<file path="config.mk">
export PLATFORM = sky130hd
export DESIGN_NAME = pkt_rr_arbiter_flat
export DESIGN_NICKNAME = d
export VERILOG_FILES = /design/src/rtl/noc_pkg.sv /design/src/rtl/pkt_rr_arbiter_if.sv /design/src/rtl/pkt_rr_arbiter_rr_pick.sv /design/src/rtl/pkt_rr_arbiter.sv /design/src/flat_wrapper.sv
export SDC_FILE = /design/constraint.sdc
export NUM_CORES = 1
export LEC_CHECK = 0
export ABC_AREA = 0
export CORE_MARGIN = 1
export CORE_UTILIZATION = 44
export CTS_CLUSTER_DIAMETER = 150
export CTS_CLUSTER_SIZE = 25
export DETAILED_ROUTE_END_ITERATION = 6
export PLACE_DENSITY = 0.69
export SETUP_SLACK_MARGIN = 0.05
export SLEW_MARGIN = 25
export SYNTH_ARGS = -nofsm -noshare
export SYNTH_HDL_FRONTEND = slang
export SYNTH_SLANG_ARGS = --single-unit
</file>
<file path="constraint.sdc">
create_clock -name clk -period 4.7 [get_ports clk]
set_input_delay 0.94 -clock clk [delete_from_list [all_inputs] [get_ports clk]]
set_output_delay 0.94 -clock clk [all_outputs]
set_load 0.005 [all_outputs]
</file>
<file path="src/rtl/noc_pkg.sv">
// Shared NoC router definitions: port indices, flit types, arbiter states.
// Imported by every output-port arbiter and its interface.
package noc_pkg;

    localparam int P_L = 0;
    localparam int P_N = 1;
    localparam int P_E = 2;
    localparam int P_W = 3;
    localparam int P_S = 4;

    localparam logic [2:0] FLIT_HEADER = 3'b001;
    localparam logic [2:0] FLIT_BODY   = 3'b010;
    localparam logic [2:0] FLIT_TAIL   = 3'b100;

    typedef enum logic {
        ARB_IDLE   = 1'b0,
        ARB_LOCKED = 1'b1
    } arb_state_e;

    function automatic logic is_header(input logic [2:0] f);
        return f == FLIT_HEADER;
    endfunction

endpackage

</file>
<file path="src/rtl/pkt_rr_arbiter_if.sv">
// Handshake bundle between input buffers, arbiter and output crossbar.
// master = router side driving requests, slave = arbiter.
interface pkt_rr_arbiter_if #(
    parameter int NPORT = 5
);
    logic [NPORT-1:0]   req;
    logic [3*NPORT-1:0] flit_id;
    logic               out_ready;
    logic [NPORT-1:0]   grant;
    logic [2:0]         sel;
    logic               locked;
    logic               xfer;
    logic               timeout_err;

    modport master (
        output req, flit_id, out_ready,
        input  grant, sel, locked, xfer, timeout_err
    );

    modport slave (
        input  req, flit_id, out_ready,
        output grant, sel, locked, xfer, timeout_err
    );
endinterface

</file>
<file path="src/rtl/pkt_rr_arbiter_rr_pick.sv">
// Rotating-priority picker: first set bit of elig_i at or after ptr_i,
// wrapping modulo NPORT. Shared by all output-port arbiters.
module rr_pick #(
    parameter int NPORT = 5,
    parameter int PW    = 3
) (
    input  logic [NPORT-1:0] elig_i,
    input  logic [PW-1:0]    ptr_i,
    output logic             found_o,
    output logic [NPORT-1:0] onehot_o,
    output logic [PW-1:0]    idx_o
);
    logic [PW:0] j;

    // Scan ptr, ptr+1, ... and keep the first eligible index.
    always_comb begin
        found_o  = 1'b0;
        onehot_o = '0;
        idx_o    = '0;
        j        = '0;
        for (int k = 0; k < NPORT; k++) begin
            j = {1'b0, ptr_i} + (PW+1)'(k);
            if (j >= (PW+1)'(NPORT)) begin
                j = j - (PW+1)'(NPORT);
            end
            if (!found_o && elig_i[j[PW-1:0]]) begin
                found_o = 1'b1;
                idx_o   = j[PW-1:0];
            end
        end
        if (found_o) begin
            onehot_o[idx_o] = 1'b1;
        end
    end
endmodule

</file>
<file path="src/rtl/pkt_rr_arbiter.sv">
// Packet-locked round-robin output arbiter for the 5-port NoC router.
// Optional stall watchdog enabled by defining ARB_WATCHDOG_EN.
module pkt_rr_arbiter
    import noc_pkg::*;
#(
    parameter int NPORT   = 5,
    parameter int TIMEOUT = 255
) (
    input logic              clk,
    input logic              rst,
    pkt_rr_arbiter_if.slave  bus
);
    localparam int PW = (NPORT > 1) ? $clog2(NPORT) : 1;

    localparam logic [0:0] S_IDLE   = ARB_IDLE;
    localparam logic [0:0] S_LOCKED = ARB_LOCKED;

    if (TIMEOUT < 1) begin : g_to_chk
        $error("TIMEOUT must be at least 1");
    end

    logic [0:0]       state_q, state_d;
    logic [PW-1:0]    ptr_q, ptr_d;
    logic [NPORT-1:0] grant_q, grant_d;
    logic [PW-1:0]    win_q, win_d;

    logic [NPORT-1:0] elig;
    logic             found;
    logic [NPORT-1:0] pick_oh;
    logic [PW-1:0]    pick_idx;
    logic [2:0]       gflit;
    logic             locked_w;
    logic             xfer_w;
    logic             tail_w;
    logic             wd_fire;
    logic [PW-1:0]    next_ptr;

    // Only header flits may open a new packet.
    always_comb begin
        elig = '0;
        for (int i = 0; i < NPORT; i++) begin
            elig[i] = bus.req[i] && is_header(bus.flit_id[3*i +: 3]);
        end
    end

    rr_pick #(
        .NPORT (NPORT),
        .PW    (PW)
    ) u_pick (
        .elig_i   (elig),
        .ptr_i    (ptr_q),
        .found_o  (found),
        .onehot_o (pick_oh),
        .idx_o    (pick_idx)
    );

    // Flit type presented by the owning port.
    always_comb begin
        gflit = '0;
        for (int i = 0; i < NPORT; i++) begin
            if (grant_q[i]) begin
                gflit = gflit | bus.flit_id[3*i +: 3];
            end
        end
    end

    assign locked_w = (state_q == S_LOCKED);
    assign xfer_w   = locked_w && (|(bus.req & grant_q))
                      && bus.out_ready;
    assign tail_w   = xfer_w && (gflit == FLIT_TAIL);
    assign next_ptr = (win_q == PW'(NPORT-1)) ? '0
                      : win_q + PW'(1);

`ifdef ARB_WATCHDOG_EN
    localparam int CW = $clog2(TIMEOUT+1);

    logic [CW-1:0] cnt_q, cnt_d;
    logic          to_q;

    // Fires on the stall cycle that would bring the count to TIMEOUT.
    assign wd_fire = locked_w && !xfer_w
                     && (cnt_q == CW'(TIMEOUT-1));

    // Stall counter: restarts on any transfer and outside LOCKED.
    always_comb begin
        cnt_d = cnt_q + CW'(1);
        if (!locked_w || xfer_w || wd_fire) begin
            cnt_d = '0;
        end
    end

    // Watchdog counter and one-cycle release pulse.
    always_ff @(posedge clk or negedge rst) begin
        if (!rst) begin
            cnt_q <= '0;
            to_q  <= 1'b0;
        end else begin
            cnt_q <= cnt_d;
            to_q  <= wd_fire;
        end
    end

    assign bus.timeout_err = to_q;
`else
    assign wd_fire         = 1'b0;
    assign bus.timeout_err = 1'b0;
`endif

    // Arbitrate in IDLE, hold the grant until tail or watchdog.
    always_comb begin
        state_d = state_q;
        ptr_d   = ptr_q;
        grant_d = grant_q;
        win_d   = win_q;
        unique case (state_q)
            S_IDLE: begin
                if (found) begin
                    state_d = S_LOCKED;
                    grant_d = pick_oh;
                    win_d   = pick_idx;
                end
            end
            S_LOCKED: begin
                if (tail_w || wd_fire) begin
                    state_d = S_IDLE;
                    grant_d = '0;
                    ptr_d   = next_ptr;
                end
            end
            default: state_d = S_IDLE;
        endcase
    end

    // Arbiter state registers; reset clears the grant immediately.
    always_ff @(posedge clk or negedge rst) begin
        if (!rst) begin
            state_q <= S_IDLE;
            ptr_q   <= '0;
            grant_q <= '0;
            win_q   <= '0;
        end else begin
            state_q <= state_d;
            ptr_q   <= ptr_d;
            grant_q <= grant_d;
            win_q   <= win_d;
        end
    end

    assign bus.grant  = grant_q;
    assign bus.sel    = 3'(win_q);
    assign bus.locked = locked_w;
    assign bus.xfer   = xfer_w;
endmodule

</file>
<file path="src/flat_wrapper.sv">
// flat-port wrapper written by rule: the top's interface ports become plain ports
module pkt_rr_arbiter_flat import noc_pkg::*;
#(
    parameter int NPORT   = 5,
    parameter int TIMEOUT = 255
)
  (clk, rst, bus_req, bus_flit_id, bus_out_ready, bus_grant, bus_sel, bus_locked, bus_xfer, bus_timeout_err);
  pkt_rr_arbiter_if #(.NPORT(NPORT)) bus_i ();
  input logic clk;
  input logic rst;
  input wire logic [$bits(bus_i.req)-1:0] bus_req;
  input wire logic [$bits(bus_i.flit_id)-1:0] bus_flit_id;
  input wire logic [$bits(bus_i.out_ready)-1:0] bus_out_ready;
  output wire logic [$bits(bus_i.grant)-1:0] bus_grant;
  output wire logic [$bits(bus_i.sel)-1:0] bus_sel;
  output wire logic [$bits(bus_i.locked)-1:0] bus_locked;
  output wire logic [$bits(bus_i.xfer)-1:0] bus_xfer;
  output wire logic [$bits(bus_i.timeout_err)-1:0] bus_timeout_err;
  assign bus_i.req = bus_req;
  assign bus_i.flit_id = bus_flit_id;
  assign bus_i.out_ready = bus_out_ready;
  assign bus_grant = bus_i.grant;
  assign bus_sel = bus_i.sel;
  assign bus_locked = bus_i.locked;
  assign bus_xfer = bus_i.xfer;
  assign bus_timeout_err = bus_i.timeout_err;
  pkt_rr_arbiter #(.NPORT(NPORT), .TIMEOUT(TIMEOUT)) u_core (.clk(clk), .rst(rst), .bus(bus_i));
endmodule
</file>
==> results_dict.tcl <==
set metrics [dict create \
    p_per_area_nw_per_um2 121 \
    max-slew-margin-rel_pct 55.2 \
    syn_to_final_growth_pct 21.1 \
    finalWirelength_mm 5.08 \
    clk_latency_ns 0.24 \
    postCtsSetupRepairBufs 0 \
    dieHeight_um 65.7 \
    power_leakage_nw 0.889 \
    drive_gt1_share_pct 9.52 \
    port_buffers 32 \
    path_max_fanout 13 \
    grt_pass1_vias 1747 \
    syn_area_per_cell_um2 7.92 \
    dp_hpwl_mm 4.03 \
    cts_max_level 1 \
    reg2reg_from "u_core.ptr_q[0]" \
    reg2regPathDepth 12 \
    crit_type "flip-flop to flip-flop" \
    finalHoldViolations 0 \
    gr-total-overflow 0 \
    hold_path_end "u_core.bus.sel[1]" \
    seq_area_frac_synth_pct 16.8 \
    grt_first_pass_wirelength_mm 8.58 \
    clock_path_buffers 2 \
    grt_usage_pct 25.5 \
    antenna_left 0 \
    finalCritPeriodShare_pct 82.8 \
    fin_util_pct 57.2 \
    drtIter0Drc 239 \
    finalSetupViolCount 0 \
    fin_skew_ns 0.00155 \
    arrival_ns 4.03 \
    wire_per_inst_um 16.9 \
    synth_flop_cell "dfrtp_1" \
    end_kind "flip-flop" \
    tightest_slew_ns 0.666 \
    cts_root_buf "clkbuf_8" \
    outcome "complete, no violations" \
    grt_max_degree 22 \
    first_pass_iters 5 \
    slew_violations 0 \
    r2r-end "u_core.bus.grant[0]" \
    cts.sinks 12 \
    rows 22 \
    critPathLaunchType "flip-flop" \
    netlist_instances 225 \
    place_ws_ns 0.819 \
    numCtsBuffers 3 \
    reg2reg_slack_ns 0.81 \
    syn_area_um2 1780 \
    num_vias 1880 \
    cts.repair.resized 0 \
    synth_nets 259 \
    drc_errors 0 \
    vias_per_cell 6.27 \
    irDropWorstVdd_mv 0.165 \
    finalNetCount 287 \
    initial_core_util_pct 47.3 \
    synth_seq_cells 12 \
    finalSetupTns_ns 0 \
    diodes 0 \
    synth_warnings 0 \
    required_ns 4.83 \
    synth-edff-count 0 \
    cts_tree "yes" \
    coreArea_um2 3770 \
    clk_pin_slew_ns 0.05 \
    max_freq_mhz 257 \
    timing.hold.ws_ns 0.558 \
    ys_async_sr_fraction_pct 100 \
    synthDistinctLibCells 60 \
    whs_path_depth 2 \
    max_cap_violations 0 \
    ios 34 \
    grt_antenna_before_repair 0 \
    holdCritPathClass "flip-flop to flip-flop" \
    period_minus_slack_ns 3.89 \
    worst_slack_ns 0.807 \
    total_power_w 0.000261 \
    rsz0062_at_grt "false" \
    ctsHoldBuffers 0 \
    die_w_um 65.7 \
    die_area_um2 4310 \
    worstHoldStart "u_core.bus.sel[1]" \
    gp_congestion 0.902 \
]
cells by family after synthesis:
kind of cell | after synthesis | synth area share (%)
compound gates | 78 | 31.3
xor+xnor | 4 | 1.97
fa+ha+maj | 11 | 8.14
buf+inv | 25 | 6.95
flops | 12 | 16.8
mux | 11 | 7.30
other cells | 1 | 0.210
simple gates | 83 | 27.3
power breakdown:
part / total (W) / internal (W) / switching [W]
sequential: 0.000103 / 0.000103 / 0
combinational: 0.0000441 / 0.0000254 / 0.0000187
clock: 0.000113 / 0.0000741 / 0.0000393
total: 0.000261 / 0.000203 / 0.0000580
sequential cells by signal (all words and copies together) (netlist names):
register	count
u_core.bus.grant	5
u_core.bus.locked	1
u_core.bus.sel	3
u_core.ptr_q	3
cell usage in the layout (no fill, tap or decap), types with 3 or more instances in the layout:
master	count
nand3_1	10
nand4_1	3
xnor2_1	3
nor3_1	5
clkbuf_8	4
dfrtp_1	12
and4bb_2	4
mux2i_1	7
nand2b_1	5
clkdlybuf4s50_1	32
nor2_1	18
ha_1	10
o211ai_1	3
a211o_1	3
a22oi_1	4
o22ai_1	3
o2bb2ai_1	4
o21ai_0	17
or3_1	3
inv_1	15
or4bb_1	4
nand2_1	15
a21oi_1	18
and2_1	5
a21o_1	4
how the worst max path moves through the flow:
| stage | from | endpoint | slack, ns | cells past startpoint |
|---|---|---|---|---|
| final | u_core.ptr_q[0] | u_core.bus.grant[0] | 0.81 | 12 |
| after floorplan | u_core.ptr_q[0] | u_core.bus.grant[0] | 1.36 | 14 |
| after CTS | u_core.ptr_q[0] | u_core.bus.grant[0] | 0.80 | 12 |
| after global routing | u_core.ptr_q[0] | u_core.bus.grant[1] | 0.45 | 12 |
| after global placement | u_core.ptr_q[0] | u_core.bus.grant[1] | 0.82 | 12 |
| after detailed placement | u_core.ptr_q[0] | u_core.bus.grant[1] | 0.82 | 12 |
layer usage:
metal  vias up  wire length (um)  global-route usage [%]
met5         -                 0                       0
met4         0                44                    7.07
met3         5               300                    1.56
met2        84              2360                    38.9
met1       892              2380                    37.9
li1        899                 -                       -
synth_stat cells, drive strengths merged, types with 2 or more instances:
master,n,area [um2]
a22oi,4,30.0
a21oi,19,98.9
a211o,3,26.3
o211ai,3,22.5
xnor2,3,26.3
buf,8,60.1
and2,5,31.3
a222oi,2,20.0
dfrtp,12,300
nand2b,6,40.0
nand2,17,68.8
or3,3,18.8
mux2i,7,70.1
nand3,10,50.1
mux2,3,37.5
o31ai,3,27.5
a21o,4,30.0
a211oi,2,20.0
clkbuf,2,7.51
and3,2,12.5
inv,15,56.3
nand4,3,18.8
o2bb2ai,4,35.0
a221oi,2,35.0
a32o,2,20.0
nor2,18,67.6
ha,10,125
and4bb,4,50.1
o22ai,3,18.8
o21ai,18,93.8
a31oi,3,25.0
nor3,5,25.0
or4bb,4,45.0
per-stage QoR:
stage | instances | cell area [um2]
6_report | 300 | 2160
3_5_place_dp | 296 | 2100
4_1_cts | 300 | 2160
2_1_floorplan | 225 | 1780
5_1_grt | 300 | 2160
3_3_place_gp | 296 | 2100
critical path, stage by stage (launching register included):
cell and delay [ns]:
dfrtp_1 0.37, inv_1 0.35, ha_1 0.24, inv_1 0.05
fa_1 0.44, or3_1 0.43, and3_1 0.20, o211ai_1 0.28
o311a_1 0.35, nand4_1 0.18, o21ai_2 0.47, a211oi_2 0.12
a32o_1 0.29
layout make-up:
class / instances / area (um2)
Multi-Input combinational cell: 188 / 1360
Fill cell: 366 / 1610
Timing Repair Buffer: 33 / 328
Inverter: 15 / 56.3
Sequential cell: 12 / 300
Tap cell: 48 / 60.1
Clock buffer: 4 / 55.1
Note: power is estimated with default switching activity, not from simulation.
